**config.mk**
```make
export PLATFORM = sky130hd
export DESIGN_NAME = fifo_write_arbiter
export DESIGN_NICKNAME = d
export VERILOG_FILES = /design/src/rtl/fifo_write_arbiter.sv
export SDC_FILE = /design/constraint.sdc
export NUM_CORES = 1
export LEC_CHECK = 0
export ABC_AREA = 0
export CAP_MARGIN = 20
export CORE_ASPECT_RATIO = 1.1
export CORE_UTILIZATION = 31
export DETAILED_ROUTE_END_ITERATION = 8
export HOLD_SLACK_MARGIN = 0.12
export PLACE_DENSITY = 0.77
export SYNTH_ARGS = -nofsm -noshare
export SYNTH_HDL_FRONTEND = slang
export SYNTH_SLANG_ARGS = --single-unit
```
**constraint.sdc**
```tcl
create_clock -name clk -period 1.4 [get_ports clk]
set_clock_uncertainty 0.05 [all_clocks]
set_input_delay 0.28 -clock clk [delete_from_list [all_inputs] [get_ports clk]]
set_output_delay 0.28 -clock clk [all_outputs]
set_load 0.02 [all_outputs]
```
**src/rtl/fifo_write_arbiter.sv**
```systemverilog
// Round-robin arbiter sharing one FIFO write port among NUM_REQ producers.
// Grants bounded bursts; FIFO full stalls, almost_full only blocks new grants.
module fifo_write_arbiter #(
  parameter int NUM_REQ    = 4,
  parameter int DATA_WIDTH = 8,
  parameter int MAX_BURST  = 8
) (
  input  logic                          clk,
  input  logic                          sclr,
  input  logic [NUM_REQ-1:0]            req_valid,
  input  logic [NUM_REQ*DATA_WIDTH-1:0] req_data,
  input  logic [NUM_REQ-1:0]            req_last,
  output logic [NUM_REQ-1:0]            req_ready,
  input  logic                          fifo_full,
  input  logic                          fifo_almost_full,
  output logic                          fifo_wrreq,
  output logic [DATA_WIDTH-1:0]         fifo_data,
  output logic [$clog2(NUM_REQ)-1:0]    owner,
  output logic                          busy
);

  localparam int OW = $clog2(NUM_REQ);
  localparam int BW = $clog2(MAX_BURST + 1);
  localparam logic [BW-1:0] LAST_BEAT = BW'(MAX_BURST - 1);
  localparam logic [OW-1:0] TOP       = OW'(NUM_REQ - 1);
  localparam logic [OW:0]   NREQ_W    = (OW + 1)'(NUM_REQ);

  typedef enum logic {IDLE, BURST} state_t;

  state_t              state, state_nx;
  logic [OW-1:0]       rr_ptr, rr_nx;
  logic [OW-1:0]       owner_nx, sel;
  logic [BW-1:0]       beats, beats_nx;
  logic                found;
  logic                own_valid, own_last;
  logic                xfer, burst_end;
  logic [2*NUM_REQ-1:0] rot;
  logic [OW:0]         sum;

  assign busy = (state == BURST);

  // owner's view of the request bundle
  always_comb begin
    own_valid = 1'b0;
    own_last  = 1'b0;
    fifo_data = '0;
    for (int i = 0; i < NUM_REQ; i++) begin
      if (owner == OW'(i)) begin
        own_valid = req_valid[i];
        own_last  = req_last[i];
        fifo_data = req_data[i*DATA_WIDTH +: DATA_WIDTH];
      end
    end
  end

  // first valid requester at or above rr_ptr, wrapping
  always_comb begin
    rot   = {req_valid, req_valid} >> rr_ptr;
    found = 1'b0;
    sel   = '0;
    sum   = '0;
    for (int k = 0; k < NUM_REQ; k++) begin
      if (!found && rot[k]) begin
        found = 1'b1;
        sum   = {1'b0, rr_ptr} + (OW + 1)'(k);
        if (sum >= NREQ_W)
          sum = sum - NREQ_W;
        sel = sum[OW-1:0];
      end
    end
  end

  assign xfer      = busy & own_valid & ~fifo_full;
  assign burst_end = ~own_valid |
                     (xfer & (own_last | (beats == LAST_BEAT)));

  always_ff @(posedge clk) begin
    if (sclr) begin
      state  <= IDLE;
      owner  <= '0;
      rr_ptr <= '0;
      beats  <= '0;
    end else begin
      state  <= state_nx;
      owner  <= owner_nx;
      rr_ptr <= rr_nx;
      beats  <= beats_nx;
    end
  end

  always_comb begin
    state_nx = state;
    owner_nx = owner;
    rr_nx    = rr_ptr;
    beats_nx = beats;
    unique case (state)
      IDLE: begin
        if (found && !fifo_full && !fifo_almost_full) begin
          state_nx = BURST;
          owner_nx = sel;
          rr_nx    = (sel == TOP) ? '0 : sel + 1'b1;
          beats_nx = '0;
        end
      end
      BURST: begin
        if (burst_end) begin
          state_nx = IDLE;
          beats_nx = '0;
        end else if (xfer) begin
          beats_nx = beats + 1'b1;
        end
      end
      default: state_nx = IDLE;
    endcase
  end

  always_comb begin
    req_ready = '0;
    for (int i = 0; i < NUM_REQ; i++)
      req_ready[i] = busy & (owner == OW'(i)) & ~fifo_full;
    fifo_wrreq = xfer;
  end

endmodule

```
======== Word level (Yosys, flattened, before mapping) ========
Index checks and enable logic that the tools add are counted.
Widths: inputs -> output; s select.
word-level totals
  input bits .............................. 44
  register bits ........................... 9
  output and inout port bits .............. 16
operators by class
  reductions and logical operators ........ 13
  eq/ne operators ......................... 7
  multiplexer cells ....................... 32
  add/subtract/negate cells ............... 9
  $lt $le $gt $ge ......................... 4
  shift-type cells ........................ 1
  bitwise logic cells ..................... 16
operators with widths
  kind                 count
  $mux 8               4
  $mux 2               9
  $mux 1               14
  $mux 4               3
  $and 1x1->1          11
  $ge 3x3->1 const B   3
  $pmux 4 s2           1
  $shr 8x2->4          1
  $sub 2x1->2 const B  4
  $add 2x2->3 const B  2
  $eq 2x2->1 const B   3
  $logic_and 1x1->1    5
  $logic_not 1->1      5
  $add 4x1->4 const B  1
  $eq 4x3->1 const B   1
  $reduce_and 2->1     2
  $add 2x1->3 const B  1
  $ge 2x3->1 const B   1
  $ne 3x1->1 const B   1
  $not 1->1            3
  $add 2x1->2 const B  1
  $eq 2x1->1 const B   1
  $logic_not 2->1      1
  $ne 2x2->1 const B   1
  other kinds (2)      3

======== Depth between registers and ports, before layout ========
  depth after elaboration ................. 15
  gate-level depth with buffers ........... 6
  mapped depth without buffers ............ 6

======== Least setup slack after synthesis ========
Ideal clock, no wire load.
  path kind ............................... register to output
  start point ............................. reg owner[1]
  end point ............................... out req_ready[2]
  data required time ...................... 1070 ps
  path slack .............................. -402 ps
  arrival ................................. 1472 ps
  stages on the path, launching flop included .. 4
  cell sequence ........................... dfxtp_1 buf_6 clkbuf_1 nor3b_1
on the way
  cells in the longest elaborated chain, start to end .. 3
RTL lines
  element                    line  text
  from (decl)                18    output logic [$clog2(NUM_REQ)-1:0] owner,
  from (signal assigned)     85    owner <= owner_nx;
  $eq 2x2->1                 120   req_ready[i] = busy & (owner == OW'(i)) & ~fifo_full;
  $and 1x1->1 (2 in series)  120
  to (decl)                  13    output logic [NUM_REQ-1:0] req_ready,
Every way passes these cells.

======== Worst setup path after layout ========
  start point ............................. reg owner[0]
  end point ............................... out fifo_wrreq
on the way
  cells in the longest elaborated chain, start to end .. 7
RTL lines
  element                        line  text
  $logic_not 2->1                48    if (owner == OW'(i)) begin
  $mux 1 (3 in series)           48
  $mux 1 (*)                     48
  $and 1x1->1 (*) (2 in series)  73    assign xfer = busy & own_valid & ~fifo_full;
  to (decl)                      16    output logic fifo_wrreq,
Mark *: on every way between the ends. The rest lies on a longest branch, timed or not.

==> flow_summary_export.csv <==
group,metric,value,unit
status,outcome,"finished, violations left",
status,violations,"setup timing",
setup_path,crit_required,1070,ps
finish,num_antenna_cells,0,
finish,final_cells,204,
yosys,synth_top_area_cell,"mux4_2",
setup_path,critPathMaxFanout,5,
sta,tightestPinTransition,405,ps
pwr,internal_power,0.675,mW
drt,vias,1071,
pwr,ir_drop,0.000522,V
grt,grt_pass1_wl,4740,um
yosys,synthesis.nets,132,
cts,clkTransAtPathRegs,60,ps
yosys,synthFlopType,"dfxtp_1",
pwr,seq_power_share,28.7,%
grt,met1_usage,20.6,%
floorplan,fp.dieW,51.8,um
finish,area_growth,117,%
yosys,synth_area_per_cell,9.74,um2
yosys,synthDistinctLibCells,34,
pwr,powerDensity,524,mW/mm2
sta,setup_ws,-408,ps
pwr,p_sw_share,30.0,%
place,pre_cts_ws,-833,ps
grt,use_met3,3.52,%
yosys,seq_area_frac_synth,21.3,%
sta,grt_setup_unrepaired,"yes",
sta,whs,460,ps
grt,grt_use_met2,43.0,%
drt,ant_nets,0,
sta,finalSetupViolations,18,
grt,grt_usage,21.4,%
cts,postCtsHoldBufs,0,
setup_path,worstPathArrival,1480,ps
yosys,postSynthCellCount,87,
sta,clock.fmax,553,MHz
pwr,p_leak,0.704,nW
grt,overflow,0,
cts,insertion_delay,260,ps
yosys,synth_edf_count,0,
drt,drt_iter0_markers,14,
finish,nFillCells,207,
sta,drv_slew,0,
yosys,async_reset_ff_share,0,%
worst_hold_path,hold_depth,2,
pwr,p_comb_share,50.4,%
finish,final_util,72.4,%
cts,clk_path_buf_depth,2,
cts,h-tree-depth,1,
place,dp.final_hpwl,2280,um
setup_path,ff2ff_path_depth,6,
place,routabilityCongestion,0.802,
sta,finalCritPeriodShare,129,%
place,numPlacedInstances,190,
sta,relSlewSlack,72.9,%
grt,grt_max_degree,13,
drt,drtPass1Iterations,4,
run,maxCapViolCount,0,
pwr,netSwitchingPower,0.290,mW
place,io_buffers,59,
grt,antenna_found_initial,0,
pwr,clkPwrFrac,20.8,%
finish,nets,219,
floorplan,core,0.00254,mm2
yosys,ys_warn_count,0,
drt,wirelength,2980,um
drt,via_per_inst,5.25,
sta,finalHoldViolCount,0,
floorplan,fp.dieH,56.8,um
sta,fin_crit,1810,ps
floorplan,die_area,0.00295,mm2
yosys,netlist_area,847,um2
yosys,ys_ff_latch,9,
yosys,synth_top_area_share,23.9,%
cts,cts_inserted_buffers,3,
setup_path,worstSetupPathType,"reg -> out",
worst_hold_path,hold_path_class,"reg -> reg",
finish,drive_gt1_share,48.0,%
setup_path,cp-start-kind,"flop",
floorplan,rows,19,
yosys,ys_top_cells_by_area,"mux4_2, dfxtp_1, mux2i_1",
cts,root_buffer,"clkbuf_4",
grt,top_usage_layer,"met2",
grt,grt_pass1_vias,1118,
cts,cts_tree,"built",
floorplan,io_pins,60,
drt,drc,0,
floorplan,start_util,33.3,%
setup_path,endpoint_kind,"primary output",
drt,routedWlPerCell,14.6,um
cts,clock_sinks,9,
kinds of logic (layout without fill, tap and decap cells):
| group | after synthesis | count (layout) | share of synthesized area (%) |
|---|---|---|---|
| xor gates and xnor gates | 1 | 1 | 1.03 |
| adders and majority gates | 1 | 1 | 1.48 |
| and+or+nand+nor | 36 | 36 | 26.1 |
| AOI/OAI and AO/OA | 17 | 17 | 13.4 |
| buffers and inverters | 8 | 94 | 5.61 |
| DFF | 9 | 9 | 21.3 |
| muxes | 15 | 15 | 31.0 |
synth_stat cells, drive strengths merged (2+ instances only):
cell and n:
buf 5, nor3b 2, nor2 8, nand3 5
nor2b 2, dfxtp 9, nand3b 2, nor3 3
nand2b 3, nor4 3, a211oi 2, inv 2
nand2 5, mux4 9, mux2i 6, a21oi 8
metrics by stage:
stage          TNS [ps]  total power [mW]  cell area, um2
2_1_floorplan     -2030             0.473             902
3_5_place_dp     -15210             0.717            1650
6_report          -4940             0.965            1840
4_1_cts           -5360             0.963            1810
5_1_grt           -6080              1.01            1840
3_3_place_gp     -14320             0.706            1650
worst max-delay path, cell delays in order, from the launching register on:
cell     delay, ps
dfxtp_4        390
mux4_2         550
nor2b_4        150
buf_6          120
area by class of cell:
class	instances	area (um2)	area share [%]
Multi-Input combinational cell	70	731	39.7
Inverter	2	7.51	0.408
Sequential cell	9	190	10.3
Tap cell	31	38.8	2.11
Timing Repair Buffer	88	847	46.0
Clock buffer	4	26.3	1.43
power by group through the flow:
| stage | Sequential (mW) | Combinational [mW] | Clock [mW] |
|---|---|---|---|
| after floorplan | 0.286 | 0.187 | 0 |
| after global placement | 0.282 | 0.424 | 0 |
| after detailed placement | 0.283 | 0.434 | 0 |
| after CTS | 0.276 | 0.479 | 0.208 |
| after global routing | 0.278 | 0.519 | 0.217 |
| final | 0.277 | 0.487 | 0.201 |
routing by layer:
layer | part of all wire [%] | vias up | wire length, um
met4 | 1.1 | 0 | 34
li1 | - | 510 | -
met2 | 58 | 47 | 1730
met5 | 0 | - | 0
met1 | 34 | 510 | 1000
met3 | 7.1 | 4 | 211
layout by cell type (no fill, tap or decap), types with 4 or more instances in the layout:
cell,instances
clkdlybuf4s50_1,38
buf_4,20
buf_6,18
mux4_2,9
nor2_1,7
mux2i_1,6
a21oi_1,5
dfxtp_1,5
nand2_1,4
nand3_1,4
buf_2,4
worst paths after layout:
kind | from | end | slack, ps
max | owner[0]$_SDFFE_PP0P_ | fifo_wrreq | -410
min | beats[1]$_SDFFE_PP0P_ | beats[1]$_SDFFE_PP0P_ | 460
max reg2reg | owner[0]$_SDFFE_PP0P_ | beats[3]$_SDFFE_PP0P_ | -310
min reg2reg | beats[1]$_SDFFE_PP0P_ | beats[1]$_SDFFE_PP0P_ | 460
timing repair:
item	4_1_cts	5_1_grt
cloned	0	0
buffers inserted	11	3
gates resized for setup	103	18
pin swaps	7	11
setup endpoints to repair	25	23
hold endpoints to repair	0	0
Power figures use the tool's default switching activity.
